**src/rtl/ft_tx_sched_if.sv**
```systemverilog
// Burst handshake bundle between the TX scheduler, the CPU packet path and the IQ FIFO/output mux.
// The slave modport is the scheduler side; the master modport is the environment side.
interface ft_tx_sched_if;
  logic [7:0]  cpu_wc_i;
  logic [10:0] fifo_level_i;
  logic        ft_done_i;
  logic        grant_cpu_o;
  logic        grant_fifo_o;
  logic [10:0] burst_len_o;
  logic [7:0]  cpu_wc_done_o;

  modport slave (
    input  cpu_wc_i, fifo_level_i, ft_done_i,
    output grant_cpu_o, grant_fifo_o, burst_len_o, cpu_wc_done_o
  );

  modport master (
    output cpu_wc_i, fifo_level_i, ft_done_i,
    input  grant_cpu_o, grant_fifo_o, burst_len_o, cpu_wc_done_o
  );
endinterface

```
**src/rtl/ft_tx_sched.sv**
```systemverilog
// TX burst scheduler: arbitrates CPU packets against fixed-size IQ bursts with starvation control.
// Optional grant watchdog is enabled by defining FT_TX_SCHED_TIMEOUT_EN.
module ft_tx_sched #(
  parameter int BURST_WORDS    = 1024,
  parameter int HIGH_WATER     = 1536,
  parameter int STARVE_MAX     = 4,
  parameter int TIMEOUT_CYCLES = 65535
) (
  input  logic         clk_i,
  input  logic         reset_n,
  input  logic         enable_i,
  ft_tx_sched_if.slave bus,
  output logic         busy_o,
  output logic         timeout_o,
  output logic [15:0]  iq_bursts_o
);

  typedef enum logic [1:0] {IDLE, GRANT_CPU, GRANT_FIFO, GAP} state_e;

  state_e      state_q, state_d;
  logic        grant_cpu_q, grant_cpu_d;
  logic        grant_fifo_q, grant_fifo_d;
  logic [10:0] burst_len_q, burst_len_d;
  logic [7:0]  cpu_wc_done_q, cpu_wc_done_d;
  logic        busy_q, busy_d;
  logic [15:0] iq_bursts_q, iq_bursts_d;
  logic [15:0] starve_q, starve_d;

  logic        cpu_pending_s, fifo_ready_s, fifo_urgent_s, starved_s;
  logic [7:0]  cpu_delta_s;

  // Modulo-256 difference lets the write counter wrap freely
  assign cpu_delta_s   = bus.cpu_wc_i - cpu_wc_done_q;
  assign cpu_pending_s = (bus.cpu_wc_i != cpu_wc_done_q);
  assign fifo_ready_s  = (32'(bus.fifo_level_i) >= BURST_WORDS);
  assign fifo_urgent_s = (32'(bus.fifo_level_i) >= HIGH_WATER);
  assign starved_s     = (32'(starve_q) >= STARVE_MAX);

`ifdef FT_TX_SCHED_TIMEOUT_EN
  logic        timeout_q, timeout_d;
  logic [15:0] wdog_q, wdog_d;
  logic        wdog_hit_s;

  assign wdog_hit_s = (32'(wdog_q) >= TIMEOUT_CYCLES - 1);
  assign timeout_o  = timeout_q;
`else
  assign timeout_o  = 1'b0;
`endif

  // Next-state and registered-output computation
  always_comb begin
    state_d       = state_q;
    grant_cpu_d   = grant_cpu_q;
    grant_fifo_d  = grant_fifo_q;
    burst_len_d   = burst_len_q;
    cpu_wc_done_d = cpu_wc_done_q;
    iq_bursts_d   = iq_bursts_q;
    starve_d      = starve_q;
`ifdef FT_TX_SCHED_TIMEOUT_EN
    timeout_d     = 1'b0;
    wdog_d        = 16'd0;
`endif
    case (state_q)
      IDLE: begin
        if (enable_i && cpu_pending_s && (!fifo_urgent_s || starved_s)) begin
          state_d       = GRANT_CPU;
          grant_cpu_d   = 1'b1;
          burst_len_d   = {3'b000, cpu_delta_s};
          cpu_wc_done_d = bus.cpu_wc_i;
          starve_d      = 16'd0;
        end else if (enable_i && fifo_ready_s) begin
          state_d      = GRANT_FIFO;
          grant_fifo_d = 1'b1;
          burst_len_d  = 11'(BURST_WORDS);
          iq_bursts_d  = iq_bursts_q + 16'd1;
          // Only bursts that jump ahead of a waiting CPU packet count toward starvation
          if (cpu_pending_s && !starved_s) begin
            starve_d = starve_q + 16'd1;
          end else begin
            starve_d = starve_q;
          end
        end else begin
          state_d = IDLE;
        end
      end
      GRANT_CPU, GRANT_FIFO: begin
        if (bus.ft_done_i) begin
          state_d      = GAP;
          grant_cpu_d  = 1'b0;
          grant_fifo_d = 1'b0;
        end
`ifdef FT_TX_SCHED_TIMEOUT_EN
        else if (wdog_hit_s) begin
          state_d      = GAP;
          grant_cpu_d  = 1'b0;
          grant_fifo_d = 1'b0;
          timeout_d    = 1'b1;
        end else begin
          wdog_d = wdog_q + 16'd1;
        end
`else
        else begin
          state_d = state_q;
        end
`endif
      end
      GAP: begin
        state_d = IDLE;
      end
      default: begin
        state_d      = IDLE;
        grant_cpu_d  = 1'b0;
        grant_fifo_d = 1'b0;
      end
    endcase
    busy_d = (state_d != IDLE);
  end

  // State and output registers
  always_ff @(posedge clk_i or negedge reset_n) begin
    if (!reset_n) begin
      state_q       <= IDLE;
      grant_cpu_q   <= 1'b0;
      grant_fifo_q  <= 1'b0;
      burst_len_q   <= 11'd0;
      cpu_wc_done_q <= 8'd0;
      busy_q        <= 1'b0;
      iq_bursts_q   <= 16'd0;
      starve_q      <= 16'd0;
    end else begin
      state_q       <= state_d;
      grant_cpu_q   <= grant_cpu_d;
      grant_fifo_q  <= grant_fifo_d;
      burst_len_q   <= burst_len_d;
      cpu_wc_done_q <= cpu_wc_done_d;
      busy_q        <= busy_d;
      iq_bursts_q   <= iq_bursts_d;
      starve_q      <= starve_d;
    end
  end

`ifdef FT_TX_SCHED_TIMEOUT_EN
  // Grant watchdog registers
  always_ff @(posedge clk_i or negedge reset_n) begin
    if (!reset_n) begin
      timeout_q <= 1'b0;
      wdog_q    <= 16'd0;
    end else begin
      timeout_q <= timeout_d;
      wdog_q    <= wdog_d;
    end
  end
`endif

  assign bus.grant_cpu_o   = grant_cpu_q;
  assign bus.grant_fifo_o  = grant_fifo_q;
  assign bus.burst_len_o   = burst_len_q;
  assign bus.cpu_wc_done_o = cpu_wc_done_q;
  assign busy_o            = busy_q;
  assign iq_bursts_o       = iq_bursts_q;

endmodule
```
**src/flat_wrapper.sv**
```systemverilog
// flat-port wrapper written by rule: the top's interface ports become plain ports
module ft_tx_sched_flat 
#(
  parameter int BURST_WORDS    = 1024,
  parameter int HIGH_WATER     = 1536,
  parameter int STARVE_MAX     = 4,
  parameter int TIMEOUT_CYCLES = 65535
)
  (clk_i, reset_n, enable_i, busy_o, timeout_o, iq_bursts_o, bus_cpu_wc_i, bus_fifo_level_i, bus_ft_done_i, bus_grant_cpu_o, bus_grant_fifo_o, bus_burst_len_o, bus_cpu_wc_done_o);
  ft_tx_sched_if bus_i ();
  input  logic clk_i;
  input  logic reset_n;
  input  logic enable_i;
  output logic busy_o;
  output logic timeout_o;
  output logic [15:0] iq_bursts_o;
  input wire logic [$bits(bus_i.cpu_wc_i)-1:0] bus_cpu_wc_i;
  input wire logic [$bits(bus_i.fifo_level_i)-1:0] bus_fifo_level_i;
  input wire logic [$bits(bus_i.ft_done_i)-1:0] bus_ft_done_i;
  output wire logic [$bits(bus_i.grant_cpu_o)-1:0] bus_grant_cpu_o;
  output wire logic [$bits(bus_i.grant_fifo_o)-1:0] bus_grant_fifo_o;
  output wire logic [$bits(bus_i.burst_len_o)-1:0] bus_burst_len_o;
  output wire logic [$bits(bus_i.cpu_wc_done_o)-1:0] bus_cpu_wc_done_o;
  assign bus_i.cpu_wc_i = bus_cpu_wc_i;
  assign bus_i.fifo_level_i = bus_fifo_level_i;
  assign bus_i.ft_done_i = bus_ft_done_i;
  assign bus_grant_cpu_o = bus_i.grant_cpu_o;
  assign bus_grant_fifo_o = bus_i.grant_fifo_o;
  assign bus_burst_len_o = bus_i.burst_len_o;
  assign bus_cpu_wc_done_o = bus_i.cpu_wc_done_o;
  ft_tx_sched #(.BURST_WORDS(BURST_WORDS), .HIGH_WATER(HIGH_WATER), .STARVE_MAX(STARVE_MAX), .TIMEOUT_CYCLES(TIMEOUT_CYCLES)) u_core (.clk_i(clk_i), .reset_n(reset_n), .enable_i(enable_i), .bus(bus_i), .busy_o(busy_o), .timeout_o(timeout_o), .iq_bursts_o(iq_bursts_o));
endmodule
```
**config.mk**
```make
export PLATFORM = sky130hd
export DESIGN_NAME = ft_tx_sched_flat
export DESIGN_NICKNAME = d
export VERILOG_FILES = /design/src/rtl/ft_tx_sched_if.sv /design/src/rtl/ft_tx_sched.sv /design/src/flat_wrapper.sv
export SDC_FILE = /design/constraint.sdc
export NUM_CORES = 1
export LEC_CHECK = 0
export CAP_MARGIN = 15
export CORE_MARGIN = 1
export CORE_UTILIZATION = 55
export DETAILED_ROUTE_END_ITERATION = 8
export DONT_BUFFER_PORTS = 1
export PLACE_DENSITY = 0.77
export SLEW_MARGIN = 10
export SYNTH_ARGS = -nofsm -noshare
export SYNTH_HDL_FRONTEND = slang
export SYNTH_SLANG_ARGS = --single-unit
```
**constraint.sdc**
```tcl
create_clock -name clk_i -period 3 [get_ports clk_i]
set_input_delay 0.6 -clock clk_i [delete_from_list [all_inputs] [get_ports clk_i]]
set_output_delay 0.6 -clock clk_i [all_outputs]
set_load 0.1 [all_outputs]
```
==> impl_results.md <==
* Status: finished clean
* Max-slew violations at 0
* Setup bufs post-CTS at 0
* Yosys warning count at 0
* Die Y-Extent at between 70 and 80 um
* Total CTS buffers at 5
* TritonCTS clock tree: built
* Arrival time worst endpoint at approximately 2.6 ns
* Setup tns final at 0 ns
* FF+latch count, synth at 54
* Antenna cell count at 0
* Routed vias at 1977
* Synth async-reset ratio at 100%
* Average cell area after synthesis at around 10 um2
* Fmax at slightly above 0.4 GHz
* Cells taking the most area after synthesis: dfrtp_1 49%, ha_1 5.5%, nand3_1 3.7%
* Initial antenna violation count at 0
* DR vias/cell at 5.55
* Cell area after layout at between 0.003 and 0.004 mm2
* Ports at 62
* CP Launch Type: register
* Slowest-stage cell, CP: or3_1
* Endpoints failing hold at 0
* Global-route wire length before repair at 8.94 mm
* Final Skew at approximately 0.0098 ns
* Vias in the first global route at ~1900
* Drt wl/cell at about 15 um
* Worst Max-Slew Pin Slew at ~1 ns
* Total grt overflow at 0
* Largest net degree at the start of global routing at between 50 and 60
* Synth Flop Type: dfrtp_1
* Static leakage at 1.45 nW
* Count leader, synth: dfrtp_1
* H-tree levels at 2
* Endpoints failing setup at 0
* Final Wtd Congestion at 0.781
* Post-layout min period at 2.44 ns
* Post-synth top area cell: dfrtp_1
* Post-synthesis cell count at 271
* CP required at 3.17 ns
* Metal2 WL at between 2 and 3 mm
* Skew-Pair Late Insertion Delay at roughly 0.31 ns
* CTS Buffer Depth at 2
* Final wirelength at 5.33 mm
* Worst-path clk slew at about 0.10 ns
* Layout net count at 324
* Uppermost layer routed: met4
* DP Area at 0.00291 mm2
* Core ar. at ~0.0048 mm2
* Crit path max fanout at 7
* Share of cells above drive strength 1 at 12.5%
* Endpoint class of the critical path: register
* Number of DRC markers in iteration 0 at about 130
* Post-route clock period utilization at between 80% and 90%
* CP top delay family: simple AND/OR/NAND/NOR gates
* FP Rows at 25
* CP max stage delay at ~0.52 ns
* Clock Sinks at 54
* Synth top cells by count: 54 x dfrtp_1, 22 x nand2_1, 20 x nand3_1, 20 x o21ai_0, 19 x nor2_1
* DRC viols at 0
* Max cap viols at 0
* Crit path kind: register to register
* IO Port Bufs at 0
* DIE AREA at about 0.0053 mm2
* Top cell type's share of synthesized area at about half
* Post-synth EDFFs at 0
* Synth Cell Area at about 0.0027 mm2
* M1 wire length at around 2.5 mm
* Peak supply drop at 0.754 mV
* Worst rel slew slack at ~33%
* Hold-fix buffers, CTS at 1
* PwrDens at about 1100 mW/mm2
* Post-CTS sizing at 0
* Initial Util at a little under three fifths
* P&R area growth vs syn at 10.6%
* Met3 wire len at approximately 260 um
* Worst hold path class: input port to async pin
* Dpl hpwl at approximately 3.7 mm
* Die W at 72.6 um
* CP Cell Sequence: inv_1 -> ha_1 -> nand3_2 -> or3_1 -> a21oi_1 -> nand4_1 -> xnor2_1
* Yosys cell types at 45
* Root buf cell: clkbuf_8
* Antenna viol nets, final at 0
* Gr usage total at approximately 22%
* Unrepaired setup endpoints after global routing: false
* Seq/Total Area, Yosys at about 50%
* Drt first pass iters at 4
* Buf/Inv on CP at 1
-- stage by stage --
| stage | setup slack, ns | cells | utilization [%] | power [W] | hold slack (ns) |
|---|---|---|---|---|---|
| 2_1_floorplan | 0.143 | 273 | - | 0.00255 | 0.304 |
| 5_1_grt | 0.331 | 356 | 63.7 | 0.00342 | 0.145 |
| 3_3_place_gp | 0.443 | 347 | 61.1 | 0.00278 | 0.306 |
| 4_1_cts | 0.569 | 356 | 63.7 | 0.00326 | 0.147 |
| 3_5_place_dp | 0.398 | 347 | 61.1 | 0.00281 | 0.306 |
| 6_report | 0.559 | 356 | 63.7 | 0.00325 | 0.143 |
-- metal layers --
layer,vias up,track usage [%]
met5,-,0
li1,982,-
met4,0,7.84
met1,954,28.7
met3,7,6.11
met2,34,35.5
-- final cells by class --
type,instances,area (um2)
repair buffers,20,170
clock buffers,6,82.6
well taps,67,83.8
multi-input cells,189,1260
flip-flops and latches,54,1350
inverters,18,67.6
clock inverters,2,12.5
fillers,394,1730
-- sequential cells by signal (all words and copies together) (netlist names) --
name / flops
u_core.bus.burst_len_o: 9
u_core.bus.grant_cpu_o: 1
u_core.starve_q: 16
u_core.busy_o: 1
u_core.bus.grant_fifo_o: 1
u_core.iq_bursts_o: 16
u_core.state_q: 2
u_core.bus.cpu_wc_done_o: 8
-- logic make-up (layout without fill, tap and decap cells) --
group / count (synthesis) / count (layout) / share of synthesized area, %
XOR/XNOR: 21 / 21 / 6.72
flip-flops: 54 / 54 / 49.4
AO/OA/AOI/OAI: 55 / 55 / 13.3
multiplexers: 4 / 4 / 1.55
other: 1 / 3 / 0.137
adder cells (fa/ha/maj): 13 / 13 / 6.22
buffers and inverters: 30 / 46 / 4.84
AND/OR/NAND/NOR: 93 / 93 / 17.9
-- cell usage in the layout (no fill, tap or decap), types with 2 or more instances in the layout --
| cell type | count |
|---|---|
| xor2_1 | 10 |
| and3_1 | 2 |
| and4_1 | 2 |
| clkbuf_8 | 6 |
| ha_1 | 12 |
| and2_1 | 3 |
| a41oi_1 | 4 |
| nand2_1 | 22 |
| o211ai_1 | 2 |
| mux2i_1 | 2 |
| nor3_1 | 4 |
| a311o_1 | 2 |
| nor3_2 | 2 |
| o21ai_0 | 20 |
| nand3_1 | 20 |
| inv_1 | 18 |
| a31oi_1 | 5 |
| mux2_2 | 2 |
| xnor2_1 | 11 |
| conb_1 | 3 |
| dfrtp_1 | 54 |
| nor2_1 | 19 |
| buf_4 | 19 |
| a22o_1 | 2 |
| a21oi_1 | 11 |
| a21o_1 | 4 |
| nor4_1 | 4 |
| nand4_1 | 7 |
-- path summary, 6_finish.rpt --
| check | startpoint | endpoint | slack, ns | cells past startpoint |
|---|---|---|---|---|
| worst max-delay path | u_core.bus.cpu_wc_done_o[3] | u_core.iq_bursts_o[11] | 0.56 | 7 |
| worst max register to register | u_core.bus.cpu_wc_done_o[3] | u_core.iq_bursts_o[11] | 0.56 | 7 |
| worst min-delay path | reset_n | u_core.starve_q[15] | 0.14 | 1 |
| max in group asynchronous | reset_n | u_core.bus.burst_len_o[0] | 2.63 | 1 |
| worst min register to register | u_core.starve_q[15] | u_core.starve_q[15] | 0.51 | 2 |
| min in group clk_i | bus_cpu_wc_i[7] | u_core.bus.cpu_wc_done_o[7] | 0.39 | 2 |
-- power breakdown --
| group | switching, W | leakage (nW) | internal, W |
|---|---|---|---|
| clock | 0.000241 | 0.0472 | 0.000186 |
| sequential | 0.000547 | 0.710 | 0.000868 |
| combinational | 0.00103 | 0.692 | 0.000378 |
| total | 0.00182 | 1.45 | 0.00143 |
No activity file was read; power rests on OpenSTA's default activity.
